## config.mk

```make
export PLATFORM = sky130hd
export DESIGN_NAME = edge_detect_core
export DESIGN_NICKNAME = d
export VERILOG_FILES = /design/src/rtl/edge_detect_core.sv
export SDC_FILE = /design/constraint.sdc
export NUM_CORES = 1
export LEC_CHECK = 0
export ABC_AREA = 1
export CAP_MARGIN = 0
export CORE_AREA = 2 2 39 41
export CTS_CLUSTER_DIAMETER = 80
export DETAILED_ROUTE_END_ITERATION = 7
export DIE_AREA = 0 0 41 43
export PLACE_DENSITY_LB_ADDON = 0.12
export SYNTH_ARGS = -nofsm -noshare
export SYNTH_HDL_FRONTEND = slang
export SYNTH_SLANG_ARGS = --single-unit
export TNS_END_PERCENT = 100
```

## constraint.sdc

```tcl
create_clock -name clock -period 1.35 [get_ports clock]
set_input_delay 0.135 -clock clock [delete_from_list [all_inputs] [get_ports clock]]
set_output_delay 0.135 -clock clock [all_outputs]
set_load 0.01 [all_outputs]
```

## src/rtl/edge_detect_core.sv

```systemverilog
// Edge detector with a configurable input synchronizer.
// Registered rise, fall and mode-selected flag pulses.
module edge_detect_core #(
  parameter int SYNC_STAGES = 2,
  parameter int EDGE_MODE   = 2
) (
  input  logic clock,
  input  logic rst_n,
  input  logic din,
  output logic flag,
  output logic rise,
  output logic fall
);

  localparam int NS = (SYNC_STAGES < 1) ? 1 :
                      (SYNC_STAGES > 4) ? 4 :
                      SYNC_STAGES;

  logic [NS-1:0] sync_q;
  logic [NS-1:0] sync_d;
  logic          prev_q;
  logic          rise_q;
  logic          fall_q;
  logic          flag_q;
  logic          sync_last;
  logic          rise_d;
  logic          fall_d;
  logic          flag_d;

  // shift the raw level one stage deeper each cycle
  always_comb begin
    sync_d    = '0;
    sync_d[0] = din;
    for (int i = 1; i < NS; i++) begin
      sync_d[i] = sync_q[i-1];
    end
  end

  assign sync_last = sync_q[NS-1];
  assign rise_d    = sync_last & ~prev_q;
  assign fall_d    = ~sync_last & prev_q;

  // pick the edge kind that drives flag; unknown modes mean both
  always_comb begin
    flag_d = rise_d | fall_d;
    if (EDGE_MODE == 0) begin
      flag_d = rise_d;
    end else if (EDGE_MODE == 1) begin
      flag_d = fall_d;
    end
  end

  // reset clears history too, so pending pulses are dropped
  always_ff @(posedge clock) begin
    if (rst_n) begin
      sync_q <= '0;
      prev_q <= 1'b0;
      rise_q <= 1'b0;
      fall_q <= 1'b0;
      flag_q <= 1'b0;
    end else begin
      sync_q <= sync_d;
      prev_q <= sync_last;
      rise_q <= rise_d;
      fall_q <= fall_d;
      flag_q <= flag_d;
    end
  end

  assign rise = rise_q;
  assign fall = fall_q;
  assign flag = flag_q;

endmodule

```

### Word-level counts from Yosys, hierarchy flattened

Index checks and enable logic that the tools add are counted.

* bitwise gates (word level): 5

Operators by type and width (count)
* 1-bit bitwise AND: 2
* 1-bit NOT: 2
* 1-bit OR: 1

* register bits: 6
* output and inout bits: 3

### Logic depth before layout (Yosys ltp)

* word-level depth: 3
* mapped depth: 4

### Least setup slack after synthesis

OpenSTA, ideal clock, no wires.

* path type: reg-to-reg
* start: register sync_q[1]
* end: register flag_q (netlist: flag)
* setup time: 0.064 ns
* arrival time: 0.710 ns
* required time: 1.286 ns
* setup slack: 0.577 ns
* cell stages (with the launch flop): 4
* buffers on the path: 0
* period minus slack after synthesis: 0.773 ns
* path through: dfxtp_1 > inv_1 > ha_1 > nor2_1

* word-level cells in the longest chain between the ends: 3
* elaborated cells on any way between the ends: 4
* classes of those cells: bitwise (4)

RTL lines
* start, declared: RTL line 19 `logic [NS-1:0] sync_q;`
* start signal, assigned: RTL line 62 `sync_q <= sync_d;`
* 1-bit NOT: RTL line 41 `assign fall_d = ~sync_last & prev_q;`
* 1-bit bitwise AND: RTL line 41
* 1-bit OR (*): RTL line 45 `flag_d = rise_d | fall_d;`
* end signal, assigned: RTL line 66 `flag_q <= flag_d;`
* end, declared: RTL line 24 `logic flag_q;`

Mark *: on every way between the ends. The rest lies on a longest branch, timed or not.
A chain may end at the register's enable or synchronous reset.

### Final worst setup path

* start: register flag_q (netlist: flag)
* end: output flag

RTL lines
* end, declared: RTL line 10 `output logic flag,`

No word-level cell between the ends.

==> impl_metrics.json <==
{
  "outcome": "finished clean",
  "first_iter_violations": 0,
  "die_area_um2": 1760,
  "synth_edf_count": 0,
  "path_class": "reg -> out",
  "crit_required_ns": 1.22,
  "peakVddDrop_mv": 0.468,
  "fmax_mhz": 839,
  "r2r_cells": 3,
  "tns_ns": 0,
  "maxSlewHeadroom": 0.846,
  "cts_root_buf": "clkbuf_4",
  "die_w_um": 41,
  "boundaryPins": 6,
  "grt_max_degree": 7,
  "grt.total_usage": 0.0472,
  "cts.clk_slew.worst_paths_ns": 0.04,
  "rsz0062_at_grt": "no",
  "overflow": 0,
  "start_util": 0.137,
  "crit_buf_inv": 1,
  "ant_nets": 0,
  "path_cells": "clkdlybuf4s50_1",
  "rows": 14,
  "critPathMaxFanout": 1,
  "seqCellArea_um2": 120,
  "synthesis.area_um2": 190,
  "finalCritPeriodShare": 0.883,
  "areaGrowthSynthToFinish_pct": 48.7,
  "async_reset_ff_frac": 0,
  "final_area_um2": 283,
  "synth_common_cells": "dfxtp_1 (6), inv_1 (6), nor2_1 (6)",
  "place_area_um2": 260,
  "dr.pass1.iters": 1,
  "endpoint_kind": "primary output",
  "ff2ff_setup_slack_ns": 0.53,
  "final_util": 0.204,
  "cpPeakStageDelay_ns": 0.52,
  "p_per_area_nw_per_um2": 1290,
  "holdPathStages": 2,
  "worstReg2RegStart": "sync_q[1]",
  "cts_tree": "yes",
  "viasPerCell": 2.82,
  "max-cap-violations": 0,
  "core_um2": 1380,
  "numCtsBuffers": 3,
  "finalSetupViolations": 0,
  "route.detailed.drc": 0,
  "hp-start": "sync_q[0]",
  "fin_worst_skew_ns": 0.00263,
  "cts_resized": 0,
  "port_buffers": 5,
  "wl_per_cell_um": 5.82,
  "synth.net_count": 25,
  "clock_sinks": 6,
  "fin_ws_ns": 0.158,
  "wirelength_um": 256,
  "r2r-end": "flag",
  "crit_slowest_cell": "clkdlybuf4s50_1",
  "synthCells": 20,
  "critPathLaunchType": "flop",
  "fin_nets": 35,
  "cts_htree_levels": 1,
  "synth_top_cell_by_area": "dfxtp_1",
  "fillers": 156,
  "hp-class": "reg -> reg",
  "dpl.hpwl_um": 189,
  "hold_buffers": 0,
  "synth_ff_type": "dfxtp_1",
  "drv_slew": 0,
  "hold_end": "sync_q[1]",
  "leakage_nw": 0.120,
  "grt_pass1_vias": 103,
  "multi_input_area_um2": 47.5,
  "crit_family": "buffers and inverters",
  "antenna_found_initial": 0,
  "ys_top_cells_by_area": "dfxtp_1 (63%), ha_1 (13%), inv_1 (12%)",
  "drive_gt1_frac": 0.107,
  "ys_seq_area_frac": 0.632,
  "ys_ff_latch": 6,
  "period_needed_ns": 1.19,
  "clkLatencyLatePin_ns": 0.24,
  "final-hold-violation-count": 0,
  "power_mw": 0.366,
  "via_count": 124,
  "critPathArrivalTime_ns": 1.06,
  "ys_warn_count": 0,
  "cts_setup_buffers": 0,
  "num_antenna_cells": 0,
  "gp_congestion": 0.624,
  "dp_slack_ns": 0.401,
  "synth_top_area_frac": 0.632,
  "syn_area_per_cell_um2": 9.51,
  "grt_pass1_wl_um": 441,
  "clk_path_buf_depth": 2,
  "worstMarginPinSlew_ns": 0.230,
  "die_y_um": 43,
  "ys_types": 4
}
==> per-layer routing <==
layer | vias to the layer above | wire length, um | global-route usage
met2 | 5 | 102 | 0.0375
met3 | 0 | 26 | 0.0785
met1 | 47 | 126 | 0.0548
li1 | 72 | - | -
met4 | 0 | 0 | 0.0200
met5 | - | 0 | 0
==> how the worst max path moves through the flow <==
stage	startpoint	depth (start not counted)	end	slack, ns
floorplan	sync_q[1]	3	flag	0.58
detailed placement	rise	1	rise	0.40
finish	flag	1	flag	0.16
global placement	flag	1	flag	0.41
global route	flag	1	flag	0.12
CTS	flag	1	flag	0.14
==> kinds of logic after synthesis <==
group | count (synthesis) | share of synthesized area
fa+ha+maj | 2 | 0.132
flops | 6 | 0.632
simple gates | 6 | 0.118
buf+inv | 6 | 0.118
==> cell usage in the layout, fill, tap and decap left out <==
cell,synthesis,final
inv_1,6,6
clkbuf_4,0,3
clkdlybuf4s50_1,0,5
dfxtp_1,6,6
ha_1,2,2
nor2_1,6,6
==> per-stage QoR <==
step / instances / hold slack [ns]
2_1_floorplan: 20 / 0.202
3_3_place_gp: 41 / 0.390
3_5_place_dp: 41 / 0.396
4_1_cts: 44 / 0.403
5_1_grt: 44 / 0.439
6_report: 44 / 0.400
==> layout make-up <==
cell class | instances | share of cell area
clock buffers | 3 | 0.0796
inverters | 6 | 0.0796
multi-input cells | 8 | 0.168
flip-flops and latches | 6 | 0.425
well taps | 16 | 0.0708
repair buffers | 5 | 0.177
==> report_power, final <==
group          internal (mW)  switching [mW]  leakage [nW]  total, mW
clock                  0.100          0.0585        0.0138      0.159
sequential             0.184         0.00187        0.0491      0.186
combinational         0.0123         0.00890        0.0571     0.0212
==> state kept, by name (all words and copies together) (netlist names) <==
signal and flops:
flag 1, prev_q 1, rise 1, sync_q 2, fall 1
==> worst register-to-register path, cell delays in order (launching register included) <==
cell	delay, ns
dfxtp_1	0.32
inv_1	0.06
ha_1	0.28
nor2_1	0.09
Note: power is estimated with default switching activity, not from simulation.
